File: config.mk
export PLATFORM = sky130hd
export DESIGN_NAME = csa_nibble_sequencer
export DESIGN_NICKNAME = d
export VERILOG_FILES = /design/src/rtl/csa_nibble_sequencer.sv
export SDC_FILE = /design/constraint.sdc
export NUM_CORES = 1
export LEC_CHECK = 0
export ABC_AREA = 0
export ABC_CLOCK_PERIOD_IN_PS = 2760
export BUFFER_PORTS_ARGS = -buffer_cell sky130_fd_sc_hd__buf_2
export CAP_MARGIN = 0
export CORE_MARGIN = 3
export CORE_UTILIZATION = 52
export CTS_CLUSTER_SIZE = 40
export DETAILED_ROUTE_END_ITERATION = 12
export GPL_TIMING_DRIVEN = 0
export PLACE_DENSITY = 0.79
export SYNTH_ARGS = -nofsm -noshare
export SYNTH_HDL_FRONTEND = slang
export SYNTH_SLANG_ARGS = --single-unit
File: constraint.sdc
create_clock -name clk -period 2.76 [get_ports clk]
set_input_delay 0.552 -clock clk [delete_from_list [all_inputs] [get_ports clk]]
set_output_delay 0.552 -clock clk [all_outputs]
set_load 0.1 [all_outputs]
File: src/rtl/csa_nibble_sequencer.sv
// Multi-precision add sequencer: feeds an external 4-bit carry select adder one
// nibble per cycle (LSB first), chains the carry and returns the wide sum.
module csa_nibble_sequencer #(
  parameter int unsigned NIBBLES = 4
) (
  input  logic                   clk,
  input  logic                   rst_n,
  input  logic                   in_valid,
  output logic                   in_ready,
  input  logic [4*NIBBLES-1:0]   A_in,
  input  logic [4*NIBBLES-1:0]   B_in,
  input  logic                   Cin_in,
  output logic [3:0]             csa_A,
  output logic [3:0]             csa_B,
  output logic                   csa_Cin,
  input  logic [3:0]             csa_S,
  input  logic                   csa_Cout,
  output logic                   out_valid,
  input  logic                   out_ready,
  output logic [4*NIBBLES-1:0]   Sum,
  output logic                   Cout,
  output logic                   busy
);

  localparam int unsigned W     = 4 * NIBBLES;
  localparam int unsigned IDX_W = $clog2(NIBBLES);

  typedef enum logic [1:0] {IDLE, RUN, DONE} state_e;

  state_e             state_q;
  logic [W-1:0]       a_q;
  logic [W-1:0]       b_q;
  logic               carry_q;
  logic [IDX_W-1:0]   idx_q;
  logic [W-1:0]       sum_q;
  logic               cout_q;
  logic               out_valid_q;

  // CSA operands come straight from registers so the adder path closes in one cycle
  always_comb begin
    csa_A   = 4'h0;
    csa_B   = 4'h0;
    csa_Cin = 1'b0;
    if (state_q == RUN) begin
      csa_A   = a_q[{idx_q, 2'b00} +: 4];
      csa_B   = b_q[{idx_q, 2'b00} +: 4];
      csa_Cin = carry_q;
    end
  end

  assign in_ready  = (state_q == IDLE);
  assign busy      = (state_q != IDLE);
  assign out_valid = out_valid_q;
  assign Sum       = sum_q;
  assign Cout      = cout_q;

  always_ff @(posedge clk or negedge rst_n) begin
    if (!rst_n) begin
      state_q     <= IDLE;
      a_q         <= '0;
      b_q         <= '0;
      carry_q     <= 1'b0;
      idx_q       <= '0;
      sum_q       <= '0;
      cout_q      <= 1'b0;
      out_valid_q <= 1'b0;
    end else begin
      case (state_q)
        IDLE: begin
          if (in_valid) begin
            a_q     <= A_in;
            b_q     <= B_in;
            carry_q <= Cin_in;
            idx_q   <= '0;
            state_q <= RUN;
          end
        end
        RUN: begin
          sum_q[{idx_q, 2'b00} +: 4] <= csa_S;
          carry_q                    <= csa_Cout;
          // Last nibble: latch final carry and wrap idx so it never passes NIBBLES-1
          if (idx_q == IDX_W'(NIBBLES - 1)) begin
            idx_q       <= '0;
            cout_q      <= csa_Cout;
            out_valid_q <= 1'b1;
            state_q     <= DONE;
          end else begin
            idx_q <= idx_q + IDX_W'(1);
          end
        end
        DONE: begin
          if (out_ready) begin
            out_valid_q <= 1'b0;
            state_q     <= IDLE;
          end
        end
        default: state_q <= IDLE;
      endcase
    end
  end

endmodule
### Word-level counts from Yosys, hierarchy flattened

Cells that the tools add are included.

| storage, ports and cells | value |
|---|---|
| register bits after elaboration | 55 |
| output and inout port bits | 29 |
| bits of input ports | 42 |
| logic and storage cells | 45 |

| cells by class | value |
|---|---|
| equal/unequal tests | 6 |
| $add $sub $neg | 2 |
| reduce and logical (&&, ||, !) cells | 9 |
| mux-type cells | 16 |
| shift operators | 4 |

Operator list:

| cell | number |
|---|---|
| variable part select 16 x 5 -> 4 bit | 2 |
| bitwise mux 16 bit | 1 |
| variable shift 4 x 6 -> 16 bit (first input constant) | 1 |
| variable part select 4 x 6 -> 16 bit | 1 |
| 2-to-1 mux 2 bit | 5 |
| 2-to-1 mux 4 bit | 2 |
| negation 4 -> 6 bit | 1 |
| case mux 2 bit (3 select lines) | 1 |
| AND reduction 2 bit | 3 |
| AND reduction 3 bit | 2 |
| nonzero test 2 bit | 3 |
| == test 2 bit (second input constant) | 2 |
| 2-to-1 mux 1 bit | 4 |
| != test 2 bit (second input constant) | 2 |
| case mux 1 bit (2 select lines) | 2 |
| case mux 2 bit (2 select lines) | 1 |
| adder 2 x 1 -> 2 bit (second input constant) | 1 |
| == test 2 x 1 -> 1 bit (second input constant) | 1 |
| zero test 2 bit | 1 |
| != test 2 x 1 -> 1 bit (second input constant) | 1 |

### Longest topological paths before layout

| depth | value |
|---|---|
| depth after elaboration | 3 |
| mapped depth | 8 |
| mapped depth without buffers | 5 |

### Least setup slack after synthesis

OpenSTA, ideal clock, no wires.

| timing path | value |
|---|---|
| path kind | register to output |
| start point | register state_q[1] |
| end point | output port csa_A[0] |
| data required time | 2.208 ns |
| buffers on the path | 1 |
| stages on the path, launching flop included | 5 |
| arrival time | 2.513 ns |
| setup slack | -0.305 ns |
| cells stage by stage | dfrtp_1 and2b_1 buf_2 nand2_1 o22ai_1 |

| on the way | value |
|---|---|
| longest elaborated chain between the ends | 2 |

RTL lines:

| element | RTL line | source |
|---|---|---|
| start: declaration | 30 | `state_e state_q;` |
| start signal: assignment | 59 | `state_q <= IDLE;` |
| start signal: assignment | 75 | `state_q <= RUN;` |
| start signal: assignment | 86 | `state_q <= DONE;` |
| == test 2 x 1 -> 1 bit | 44 | `if (state_q == RUN) begin` |
| 2-to-1 mux 4 bit | 44 |  |
| end: declaration | 13 | `output logic [3:0] csa_A,` |

No other way between the ends.

### Worst setup path after layout

| timing path | value |
|---|---|
| start point | register idx_q[1] |
| end point | output port csa_B[3] |

| on the way | value |
|---|---|
| longest elaborated chain between the ends | 2 |

RTL lines:

| element | RTL line | source |
|---|---|---|
| start: declaration | 34 | `logic [IDX_W-1:0] idx_q;` |
| start signal: assignment | 88 | `idx_q <= idx_q + IDX_W'(1);` |
| variable part select 16 x 5 -> 4 bit | 46 | `csa_B = b_q[{idx_q, 2'b00} +: 4];` |
| 2-to-1 mux 4 bit | 44 |  |
| end: declaration | 14 | `output logic [3:0] csa_B,` |

No other way between the ends.

==> metrics.md <==
| Metric | Value |
|---|---|
| Status | complete, no violations |
| Critical path peak fanout | 10 |
| Critical Path RT | 2.21 ns |
| Arr. time, crit path | 2.01 ns |
| Via count of the first global-routing pass | 1806 |
| Synth warn | 0 |
| Clock root cell | clkbuf_8 |
| # IOs | 71 |
| WHS Endpoint | state_q[1]$_DFFE_PN0P_ |
| Inserted Diodes | 0 |
| Worst-margin pin slew | ~1.2 ns |
| Hold_buf cts | 0 |
| Top post-synthesis cells by area | dfrtp_1 (52%), mux2_4 (16%), mux2i_1 (6.1%) |
| First-pass GRT wire length | 8690 µm |
| Share of cells above drive strength 1 | 44.0% |
| WL/cell | 14.9 µm |
| Hold WS | about 0.42 ns |
| Clock Pin Slew Worst Setup and Hold Paths | 0.09 ns |
| Reg2reg start | idx_q[1]$_DFFE_PN0P_ |
| Register area share after synthesis | about 52% |
| Min-Delay Path Depth | 2 |
| Antenna violations before repair | 0 |
| Crit path launch type | register |
| Setup bufs post-CTS | 0 |
| Most frequent cells in the layout | buf_2 (66), dfrtp_1 (55), nand2_1 (31) |
| Cell mode on critical path | buf_2 |
| CTS buffer count | 5 |
| Synth cell types | 29 |
| Overflow after GRT | 0 |
| Critical path's largest stage delay | 0.41 ns |
| Gr usage total | about 19% |
| Buf+Inv Stages, Crit Path | 3 |
| Pre-antenna DRT Iters | 4 |
| Maximum clock rate | slightly below 400 MHz |
| Crit path launch | idx_q[1]$_DFFE_PN0P_ |
| Nets | 331 |
| Antenna Violating Nets Remaining | 0 |
| Met2 wire len | around 2600 µm |
| Syn_area_per_cell | about 13 µm² |
| Crit path time final | 2.56 ns |
| Clk Latency, worst-skew pair | 0.31 ns |
| Worst-path cell chain | buf_2, buf_2, mux2i_1, o22ai_1, clkbuf_4 |
| Fin Setup TNS | 0 ns |
| R2r setup slk | 0.40 ns |
| CTS tree | built |
| Critical path class | reg -> out |
| Via-to-Cell Ratio | 5.05 |
| Core Box Area | 4820 µm² |
| Post-Syn Nets | 254 |
| # setup viols final | 0 |
| Detailed-route via count | 1771 |
| Max layer used | met4 |
| Top cell family by delay on the critical path | buffers and inverters |
| Post-Syn Area | 2640 µm² |
| Die area | 5970 µm² |
| Slew Viols, Final | 0 |
| Cell Count Post-Placement | 343 |
| Reg-to-Reg End | Sum[12]$_DFFE_PN0P_ |
| Routed met3 length | roughly 190 µm |
| Hold Startpoint | out_ready |
| Post-synthesis cell count | 206 |
| Final wirelength | 5220 µm |
| Max Root-Sink Buffers | 2 |
| DRC Markers | 0 |
| Initial drt markers | 80 |
| Final hold violation count | 0 |
| # rows | 25 |
| Tcrit/Tclk final | around 93% |
| Yosys reg bits | between 50 and 60 |
| Starting Density | 54.9% |
| Most common cell after layout, fill and taps aside | buf_2 |
| Placed wire-length estimate | 3810 µm |
| Slowest CP cell | dfrtp_1 |
| Die Span Y | 77.3 µm |
| Max Cap Violations | 0 |
| H-tree depth | 2 |
| Largest net degree at the start of global routing | 56 |
| Die Wd | 77.3 µm |
| IO Port Bufs | 70 |
| Fin Clk Skew | 0.00687 ns |
| RSZ-0062 raised after global routing | no |
| Clk sink count | 55 |
| Top cell type's share of synthesized area | 52.1% |
| Largest area contributor in the netlist | dfrtp_1 |
| Max-slew headroom | approximately a fifth |
| Final Non-Filler Cells | about 350 |
| Area Overhead vs Synth | 21.3% |
| M1 wire length | 2370 µm |
| CP Capture Type | output port |
| Worst min-delay path class | in -> reg |
| Routability cong. | 0.816 |
| Worst reg2reg path depth | 8 |
-- state kept, by name (all words and copies together), names as in the netlist --
name and cells:
b_q 16, out_valid 1, idx_q 2, a_q 16, Cout 1, Sum 16, carry_q 1, state_q 2
-- area by class of cell --
class	instances	area [µm²]
flip-flops and latches	55	1380
plain buffers	9	90.1
well taps	67	83.8
clock buffers	5	68.8
clock inverters	3	20.0
fillers	390	1610
multi-input cells	137	1170
repair buffers	70	374
inverters	5	18.8
-- metrics by stage --
| stage | utilization, % | worst slack (ns) | area (µm²) |
|---|---|---|---|
| 6_report | 66.5 | 0.195 | 3200 |
| 3_3_place_gp | 63.9 | 0.271 | 3080 |
| 2_1_floorplan | - | -0.305 | 2640 |
| 3_5_place_dp | 63.9 | 0.233 | 3080 |
| 4_1_cts | 66.1 | 0.00375 | 3180 |
| 5_1_grt | 66.5 | 0.0476 | 3200 |
-- kinds of logic after synthesis --
| group | count (synthesis) | synth area share (%) |
|---|---|---|
| compound gates | 33 | 7.81 |
| fa+ha+maj | 6 | 2.84 |
| buf+inv | 14 | 4.12 |
| flops | 55 | 52.1 |
| mux | 49 | 24.1 |
| simple gates | 49 | 9.04 |
-- worst max path at each step --
stage | depth (start not counted) | slack [ns] | end
finish | 5 | 0.20 | csa_B[3]
global placement | 5 | 0.27 | csa_A[2]
global route | 5 | 0.05 | csa_A[2]
CTS | 5 | 0.004 | csa_B[3]
floorplan | 4 | -0.30 | csa_A[0]
detailed placement | 7 | 0.23 | Sum[12]$_DFFE_PN0P_
-- worst register-to-register path, stage by stage (launching register included) --
cell and delay [ns]:
dfrtp_1 0.41, buf_2 0.29, buf_2 0.37, inv_1 0.16, ha_1 0.20, clkbuf_1 0.19
nor4b_2 0.38, nand2_1 0.09, o21ai_0 0.18
-- cells in the mapped netlist (all sizes together) --
library cell and n:
dfrtp 55, mux2 33, nand2 32, mux2i 16
o21ai 13, buf 8, o22ai 8, ha 6
inv 5, nand3 5, o2bb2ai 4, nand3b 3
nor2 3, o31ai 3, a21oi 2, and2 2
nor4b 2, a22oi 1, a32oi 1, and2b 1
and4bb 1, clkbuf 1, o21bai 1
-- timing repair --
action                     4_1_cts  5_1_grt
pin swaps                        0        0
setup endpoints to repair        7       16
gates resized for setup          7        5
-- routing by layer --
metal	up-vias	GRT usage, %
li1	878	-
met1	854	25.5
met2	35	29.4
met3	4	4.46
met4	0	5.16
met5	-	0
Power is left out: the tool's default activity adds up to more than one toggle a clock period on the data nets, which glitch-free logic cannot reach.
